**src/rtl/msg_block_packer_pkg.sv**
```systemverilog
// Shared constants and state encoding for the plaintext block packer.
package msg_block_packer_pkg;
    localparam int N_B       = 64;
    localparam int BLK_BYTES = N_B / 8;
    localparam int PAD_W     = 8;
    localparam logic [N_B-1:0] PAD_BLOCK = {BLK_BYTES{8'h08}};

    typedef enum logic [1:0] {
        ST_FILL   = 2'd0,
        ST_HOLD   = 2'd1,
        ST_PADBLK = 2'd2
    } state_t;
endpackage

```
**src/rtl/msg_pad_fill.sv**
```systemverilog
// PKCS#7 fill of a final partial block; combinational, no backpressure.
// Bytes after index cnt are overwritten with 7-cnt (8 minus message bytes).
module msg_pad_fill
    import msg_block_packer_pkg::*;
(
    input  logic [N_B-1:0] blk,
    input  logic [2:0]     cnt,
    output logic [N_B-1:0] padded
);
    logic [PAD_W-1:0] pad_val;

    always_comb begin
        pad_val = {5'd0, 3'd7 - cnt};
        padded  = blk;
        for (int i = 0; i < BLK_BYTES; i++) begin
            if (i > int'(cnt)) begin
                padded[N_B-1-8*i -: 8] = pad_val;
            end
        end
    end
endmodule

```
**src/rtl/msg_block_packer.sv**
```systemverilog
// Byte stream to 64-bit block packer; a block is valid the cycle after its closing byte, refill resumes the cycle after hand-off.
// s_ready is low while a block waits for m_ready; MSG_PAD_EN selects PKCS#7 padding.
module msg_block_packer
    import msg_block_packer_pkg::*;
(
    input  logic           clk,
    input  logic           rst_n,
    input  logic [7:0]     s_data,
    input  logic           s_valid,
    input  logic           s_last,
    output logic           s_ready,
    output logic [N_B-1:0] m_block,
    output logic [3:0]     m_bytes,
    output logic           m_last,
    output logic           m_valid,
    input  logic           m_ready
);
    state_t         state;
    logic [2:0]     cnt;
    logic [N_B-1:0] blk;
    logic [N_B-1:0] merged;
    logic [N_B-1:0] closed;
    logic [5:0]     bit_hi;
    logic [3:0]     bytes_r;
    logic           last_r;
    logic           pad_pending;

    assign bit_hi = 6'd63 - {cnt, 3'b000};

    always_comb begin
        merged = blk;
        merged[bit_hi -: 8] = s_data;
    end

`ifdef MSG_PAD_EN
    localparam bit PAD_EN = 1'b1;
    // A block closed by cnt=7 has no free bytes, so the filler is a no-op there.
    msg_pad_fill u_pad_fill (
        .blk    (merged),
        .cnt    (cnt),
        .padded (closed)
    );
`else
    localparam bit PAD_EN = 1'b0;
    assign closed = merged;
`endif

    always_ff @(posedge clk or negedge rst_n) begin
        if (!rst_n) begin
            state       <= ST_FILL;
            cnt         <= 3'd0;
            blk         <= '0;
            bytes_r     <= 4'd0;
            last_r      <= 1'b0;
            pad_pending <= 1'b0;
        end else begin
            case (state)
                ST_FILL: begin
                    if (s_valid) begin
                        if (cnt == 3'd7 || s_last) begin
                            state       <= ST_HOLD;
                            blk         <= closed;
                            bytes_r     <= {1'b0, cnt} + 4'd1;
                            last_r      <= s_last && !(PAD_EN && cnt == 3'd7);
                            pad_pending <= PAD_EN && s_last && cnt == 3'd7;
                        end else begin
                            cnt <= cnt + 3'd1;
                            blk <= merged;
                        end
                    end
                end
                ST_HOLD: begin
                    if (m_ready) begin
                        if (pad_pending) begin
                            state       <= ST_PADBLK;
                            blk         <= PAD_BLOCK;
                            bytes_r     <= 4'd0;
                            last_r      <= 1'b1;
                            pad_pending <= 1'b0;
                        end else begin
                            state   <= ST_FILL;
                            cnt     <= 3'd0;
                            blk     <= '0;
                            bytes_r <= 4'd0;
                            last_r  <= 1'b0;
                        end
                    end
                end
                ST_PADBLK: begin
                    if (m_ready) begin
                        state   <= ST_FILL;
                        cnt     <= 3'd0;
                        blk     <= '0;
                        bytes_r <= 4'd0;
                        last_r  <= 1'b0;
                    end
                end
                default: state <= ST_FILL;
            endcase
        end
    end

    assign s_ready = (state == ST_FILL);
    assign m_valid = (state != ST_FILL);
    assign m_block = blk;
    assign m_bytes = bytes_r;
    assign m_last  = last_r;
endmodule

```
**config.mk**
```make
export PLATFORM = sky130hd
export DESIGN_NAME = msg_block_packer
export DESIGN_NICKNAME = d
export VERILOG_FILES = /design/src/rtl/msg_block_packer_pkg.sv /design/src/rtl/msg_pad_fill.sv /design/src/rtl/msg_block_packer.sv
export SDC_FILE = /design/constraint.sdc
export NUM_CORES = 1
export LEC_CHECK = 0
export ABC_CLOCK_PERIOD_IN_PS = 1740
export BUFFER_PORTS_ARGS = -buffer_cell sky130_fd_sc_hd__buf_2
export CORE_MARGIN = 10
export CORE_UTILIZATION = 48
export DETAILED_ROUTE_END_ITERATION = 10
export PLACE_DENSITY = 0.76
export SLEW_MARGIN = 20
export SYNTH_ARGS = -nofsm -noshare
export SYNTH_HDL_FRONTEND = slang
export SYNTH_SLANG_ARGS = --single-unit
```
**constraint.sdc**
```tcl
create_clock -name clk -period 1.74 [get_ports clk]
set_input_delay 0.348 -clock clk [delete_from_list [all_inputs] [get_ports clk]]
set_output_delay 0.348 -clock clk [all_outputs]
set_load 0.02 [all_outputs]
```
==> flow_metrics.env, run 1 <==
export IMPL_status="completed"
export IMPL_drive_above_1_share_pct=43.2
export IMPL_vias=2505
export IMPL_first_pass_iters=5
export IMPL_syn_to_final_growth_pct=23.6
export IMPL_antenna_found_initial=0
export IMPL_track_usage_pct=16.0
export IMPL_syn_inst=279
export IMPL_cp_max_fo=8
export IMPL_r2r_slack_ns=0.06
export IMPL_drv_slew=0
export IMPL_start_kind="register"
export IMPL_cts_htree_levels=3
export IMPL_holdWs_ns=0.0112
export IMPL_slowest_delay_ns=0.42
export IMPL_grt_pass1_wl_um=14200
export IMPL_io_pins=84
export IMPL_gp_congestion=0.858
export IMPL_ys_flop_type="dfrtp_1"
export IMPL_root_buffer="clkbuf_8"
export IMPL_crit_arrival_ns=1.92
export IMPL_drt_wl_total_um=8780
export IMPL_fmax_mhz=597
export IMPL_ys_seq_area_share_pct=53.4
export IMPL_required_ns=1.98
export IMPL_synthArstFlopShare_pct=100
export IMPL_avgSynthCellArea_um2=12.3
export IMPL_critPathCaptureType="register"
export IMPL_final_common_cell="buf_2"
export IMPL_synth_top_area_share_pct=53.4
export IMPL_setup_viol=0
export IMPL_synth_warnings=0
export IMPL_netlist_top_cells_area="dfrtp_1 (53%), mux2_2 (6.9%), a22o_1 (5.6%), mux2_1 (3.6%), and3_1 (2.7%)"
export IMPL_dp_hpwl_um=6370
export IMPL_worstPathCellList="inv_1 > ha_1 > nor3b_2 > buf_4 > and3_1 > mux2_1"
export IMPL_synth_nets=299
export IMPL_crit_type="register to register"
export IMPL_p_int_mw=3.18
export IMPL_grt_max_degree=74
export IMPL_avgViaCountPerCell=5.24
export IMPL_p_total_mw=4.86
export IMPL_vdd_drop_max_uv=616
export IMPL_antennaDiodeCount=0
export IMPL_cts_sinks=73
export IMPL_synth_edff_count=0
export IMPL_yosysTopAreaCell="dfrtp_1"
export IMPL_cts_buffer_depth=2
export IMPL_netlist_area_um2=3420
export IMPL_grt_remaining_overflow=0
export IMPL_r2r_start="cnt[0]$_DFFE_PN0P_"
export IMPL_max_slew_worst_pin_slew_ns=0.485
export IMPL_cp_num_buf_inv=2
export IMPL_clockPowerShare_pct=27.3
export IMPL_p_leak_nw=2.33
export IMPL_comb_power_share_pct=30.3
export IMPL_max_slew_margin_pct=67.5
export IMPL_cap_violations=0
export IMPL_fin_crit_sh_pct=96.3
export IMPL_cts_tree="yes"
export IMPL_switching_share_pct=34.6
export IMPL_ys_types=42
export IMPL_clk_pin_slew_worst_paths_ns=0.08
export IMPL_die_h_um=104
export IMPL_post_route_util_pct=61.5
export IMPL_slowest_stage="dfrtp_1"
export IMPL_start_util_pct=49.8
export IMPL_fin_worst_skew_ns=0.0116
export IMPL_insertion_delay_ns=0.35
export IMPL_grt_pass1_vias=2604
export IMPL_hp_class="input pin to async pin"
export IMPL_fp_row_count=30
export IMPL_ant_nets=0
export IMPL_cts_buffers_inserted=9
export IMPL_fin_nets=397
export IMPL_pwr_share_seq_pct=42.4
export IMPL_core_area_um2=6870
export IMPL_die_x_um=104
export IMPL_drt_wirelength_per_cell_um=18.4
export IMPL_p_sw_mw=1.68
export IMPL_fin_crit_ns=1.68
export IMPL_r2r_end="m_block[25]$_DFFE_PN0P_"
export IMPL_hold_viol_final=0
export IMPL_rsz0062_at_grt="true"
export IMPL_powerDensity_nw_per_um2=1150
export IMPL_r2r_cells=6
export IMPL_startpoint="cnt[0]$_DFFE_PN0P_"
export IMPL_drt_iter0_drc=141
export IMPL_layout_common_cells="buf_2 (83), dfrtp_1 (72), nand2_1 (24), a22o_1 (22), mux2_2 (21)"
export IMPL_cp_top_family="flip-flops"
export IMPL_io_buffers=83
export IMPL_remaining_drc_errors=0
export IMPL_design_die_area_um2=10900
export IMPL_synth_seq_cells=73
==> area by class of cell <==
class	instances	area, µm²
fillers	592	2640
inverters	13	48.8
flip-flops and latches	73	1830
multi-input cells	176	1450
clock buffers	11	141
well taps	96	120
clock inverters	5	55.1
repair buffers	104	586
==> per-stage QoR <==
step,std cells,setup slack [ns],cell area [µm²],setup TNS [ns]
6_report,478,0.0640,4230,0
5_1_grt,478,-0.00845,4230,-0.00845
4_1_cts,478,0.0246,4210,0
3_5_place_dp,461,-0.0188,4000,-0.0446
3_3_place_gp,461,0.0471,4000,0
2_1_floorplan,279,0.0135,3420,0
==> cells by family (layout without fill, tap and decap cells) <==
kind of cell	Yosys count	in the layout	share of synthesized area (%)
multiplexers	42	42	14.3
adder cells (fa/ha/maj)	7	7	2.56
AO/OA/AOI/OAI	43	43	11.1
flip-flops	73	73	53.4
buffers and inverters	30	133	4.79
AND/OR/NAND/NOR	84	84	13.8
==> worst max path at each step <==
stage	slack, ns	cells after the start	end
after floorplan	0.01	7	m_block[32]$_DFFE_PN0P_
after global placement	0.05	5	cnt[2]$_DFFE_PN0P_
after detailed placement	-0.02	5	cnt[2]$_DFFE_PN0P_
after CTS	0.02	5	cnt[2]$_DFFE_PN0P_
after global routing	-0.008	6	m_block[25]$_DFFE_PN0P_
final	0.06	6	m_block[25]$_DFFE_PN0P_
==> power groups by stage <==
stage / Sequential [mW] / Clock [mW] / Combinational, mW
CTS: 2.05 / 1.34 / 1.47
global route: 2.09 / 1.43 / 1.60
global placement: 2.08 / 0 / 1.42
floorplan: 2.29 / 0 / 0.709
detailed placement: 2.09 / 0 / 1.45
finish: 2.06 / 1.33 / 1.47
==> sequential cells by signal, summed over array words and instances, names as in the netlist <==
register,cells
cnt,3
m_block,64
m_bytes,4
m_last,1
state,1
==> layer usage <==
layer	vias to the layer above	track usage [%]	wire length [µm]
met5	-	0	0
met4	0	5.37	102
met2	74	25.0	4130
met1	1239	20.6	3950
met3	11	4.65	595
li1	1181	-	-
==> synth_stat cells, types with 2 or more instances <==
| master | number |
|---|---|
| and3_1 | 15 |
| and2_1 | 2 |
| o21ai_4 | 2 |
| a21o_1 | 2 |
| nor3_1 | 8 |
| mux2i_1 | 4 |
| mux2_2 | 21 |
| a22o_1 | 22 |
| a32o_1 | 4 |
| buf_2 | 5 |
| ha_1 | 7 |
| nor2b_1 | 3 |
| dfrtp_1 | 73 |
| buf_4 | 2 |
| nor2_1 | 16 |
| o21ai_0 | 2 |
| mux2_1 | 11 |
| mux2_4 | 6 |
| buf_6 | 5 |
| o21ai_1 | 4 |
| nand2_1 | 24 |
| a31oi_2 | 3 |
| buf_1 | 4 |
| nand3_1 | 4 |
| inv_1 | 13 |
==> worst register-to-register path, delay by kind of cell (launching register included) <==
kind | cells | cell delay (ns)
buffers and inverters | 2 | 0.26
and+or+nand+nor | 2 | 0.35
adders and majority gates | 1 | 0.26
DFF | 1 | 0.42
muxes | 1 | 0.28
==> what timing repair did <==
item,CTS,global route
hold buffers,0,0
resized for setup,1,6
endpoints found under the setup margin,3,24
buffers inserted,1,0
pin swaps,0,2
gates cloned,0,0
(Power assumes the default switching activity.)
==> inputs of run 2 (changes only) <==
- ABC_AREA: not set -> 1
- CORE_ASPECT_RATIO: not set -> 0.7
- PLACE_DENSITY: 0.76 -> 0.75
==> flow_metrics.env, run 2 <==
export IMPL_setup_viol=0
export IMPL_remaining_drc_errors=0
export IMPL_synthArstFlopShare_pct=100
export IMPL_critPathCapture="s_ready"
export IMPL_layout_common_cells="nand2_1 (193), buf_2 (83), nand3_1 (78), dfrtp_1 (73), nor2_1 (43)"
export IMPL_drive_above_1_share_pct=24.1
export IMPL_synth_most_common_cell="nand2_1"
export IMPL_synth_top_area_share_pct=51.6
export IMPL_critPathCaptureType="primary output"
export IMPL_r2r_cells=8
export IMPL_dp_slack_ns=0.135
export IMPL_finalSetupTns_ns=0
export IMPL_hold_viol_final=0
export IMPL_crit_arrival_ns=1.32
export IMPL_ys_seq_area_share_pct=51.6
export IMPL_start_util_pct=49.0
export IMPL_grt_pass1_wl_um=16100
export IMPL_synth_nets=484
export IMPL_design_die_area_um2=11300
export IMPL_root_buffer="clkbuf_8"
export IMPL_max_slew_worst_pin_slew_ns=0.438
export IMPL_grt_pass1_vias=3282
export IMPL_post_route_util_pct=60.3
export IMPL_synth_seq_cells=73
export IMPL_cts_setup_buffers=0
export IMPL_synth_warnings=0
export IMPL_cts_htree_levels=3
export IMPL_powerDensity_nw_per_um2=1150
export IMPL_drv_slew=0
export IMPL_drt_iter0_drc=331
export IMPL_cts_buffers_inserted=9
export IMPL_ys_flop_type="dfrtp_1"
export IMPL_syn_to_final_growth_pct=22.9
export IMPL_fmax_mhz=600
export IMPL_synth_edff_count=0
export IMPL_r2r_start="cnt[0]$_DFFE_PN0P_"
export IMPL_drt_wirelength_per_cell_um=14.6
export IMPL_cts_sinks=73
export IMPL_antennaDiodeCount=0
export IMPL_die_h_um=91.9
export IMPL_cap_violations=0
export IMPL_cp_max_fo=14
export IMPL_core_area_um2=7220
export IMPL_netlist_top_cells_area="dfrtp_1 (52%), nand2_1 (21%), nand3_1 (11%), nor2_1 (4.6%), inv_1 (3.5%)"
export IMPL_startpoint="state[0]$_DFFE_PN0P_"
export IMPL_max_slew_margin_pct=70.7
export IMPL_cts_buffer_depth=2
export IMPL_yosysTopAreaCell="dfrtp_1"
export IMPL_vdd_drop_max_uv=547
export IMPL_yosys_top_cells_count="nand2_1 (194), nand3_1 (78), dfrtp_1 (73)"
export IMPL_crit_type="register to primary output"
export IMPL_clk_pin_slew_worst_paths_ns=0.08
export IMPL_final_common_cell="nand2_1"
export IMPL_grt_max_degree=74
export IMPL_drt_wl_total_um=9650
export IMPL_antenna_found_initial=0
export IMPL_r2r_end="m_block[31]$_DFFE_PN0P_"
export IMPL_start_kind="register"
export IMPL_p_leak_nw=2.73
export IMPL_fin_worst_skew_ns=0.00823
export IMPL_rsz0062_at_grt="false"
export IMPL_gp_congestion=0.842
export IMPL_cp_top_family="buffers and inverters"
export IMPL_netlist_area_um2=3540
export IMPL_first_pass_iters=4
export IMPL_r2r_slack_ns=0.12
export IMPL_die_x_um=123
export IMPL_largest_register_ffs=64
export IMPL_cp_num_buf_inv=2
export IMPL_slowest_stage="dfrtp_1"
export IMPL_io_buffers=83
export IMPL_avgSynthCellArea_um2=7.63
export IMPL_ant_nets=0
export IMPL_vias=3280
export IMPL_fin_crit_ns=1.67
export IMPL_hp_class="input pin to async pin"
export IMPL_track_usage_pct=17.8
export IMPL_slowest_delay_ns=0.48
export IMPL_fin_crit_sh_pct=95.7
export IMPL_syn_inst=464
export IMPL_dp_hpwl_um=7090
export IMPL_fin_ws_ns=0.0745
export IMPL_cp_depth=2
export IMPL_required_ns=1.39
export IMPL_cts_tree="yes"
export IMPL_insertion_delay_ns=0.36
export IMPL_avgViaCountPerCell=4.95
export IMPL_fp_row_count=26
export IMPL_worstPathCellList="inv_2 > buf_2"
export IMPL_io_pins=84
export IMPL_status="completed"
export IMPL_grt_remaining_overflow=0
export IMPL_ys_types=17
export IMPL_fin_nets=580
## run 2: cell types whose count changed after synthesis, sizes merged, moves of 4 or more
cell   delta
and3     -15
nor2     +29
o21ai     -9
mux2     -38
nand3    +79
nand2   +177
mux2i     -4
a22o     -22
nor3      -7
a31oi     -4
a32o      -4
inv      +24
buf       -6
## run 2: metrics by stage
stage	cell area [µm²]	std cells	power, mW	hold WS (ns)
after CTS	4350	663	5.03	0.0247
after detailed placement	4150	647	3.65	0.410
final	4350	663	5.00	0.0191
after global placement	4150	647	3.61	0.405
after global routing	4350	663	5.31	0.0332
after floorplan	3540	464	3.10	0.0524
## run 2: final cells by class
cell class	instances	area, µm²
fillers	685	2870
flip-flops and latches	73	1830
multi-input cells	340	1510
repair buffers	99	548
inverters	37	139
clock buffers	10	138
well taps	98	123
clock inverters	6	66.3
## run 2: timing repair
item	CTS	global route
setup endpoints to repair	0	6
resized for setup	0	1
hold buffers	0	0
## run 2: cells by family (layout without fill, tap and decap cells)
kind of cell | Yosys count | after routing | synth area share (%)
AND/OR/NAND/NOR | 332 | 332 | 39.9
flip-flops | 73 | 73 | 51.6
buffers and inverters | 51 | 152 | 5.83
adder cells (fa/ha/maj) | 7 | 7 | 2.47
AO/OA/AOI/OAI | 1 | 1 | 0.212
## run 2: worst register-to-register path: cells and delay by family (launching register included)
kind / cells / cell delay (ns)
flip-flops: 1 / 0.44
AND/OR/NAND/NOR: 5 / 0.64
adder cells (fa/ha/maj): 1 / 0.26
buffers and inverters: 2 / 0.17
## run 2: layer usage
layer	vias to the layer above	share of wire (%)	GRT usage, %
li1	1637	-	-
met1	1521	45	23.1
met4	0	1.4	4.89
met3	15	10	7.47
met2	107	44	26.8
met5	-	0	0
## run 2: how the worst min path moves through the flow
stage | from | to | slack [ns]
finish | rst_n | m_block[53]$_DFFE_PN0P_ | 0.02
global route | rst_n | m_block[53]$_DFFE_PN0P_ | 0.03
CTS | rst_n | m_bytes[2]$_DFFE_PN0P_ | 0.02
detailed placement | rst_n | m_block[53]$_DFFE_PN0P_ | 0.41
global placement | rst_n | m_block[53]$_DFFE_PN0P_ | 0.40
floorplan | rst_n | cnt[0]$_DFFE_PN0P_ | 0.05
## run 2: report_power, final
group	internal (mW)	switching [mW]	leakage [nW]	total (mW)
clock	0.706	0.679	0.107	1.39
sequential	1.90	0.137	1.00	2.04
combinational	0.484	1.09	1.62	1.58
total	3.09	1.91	2.73	5.00
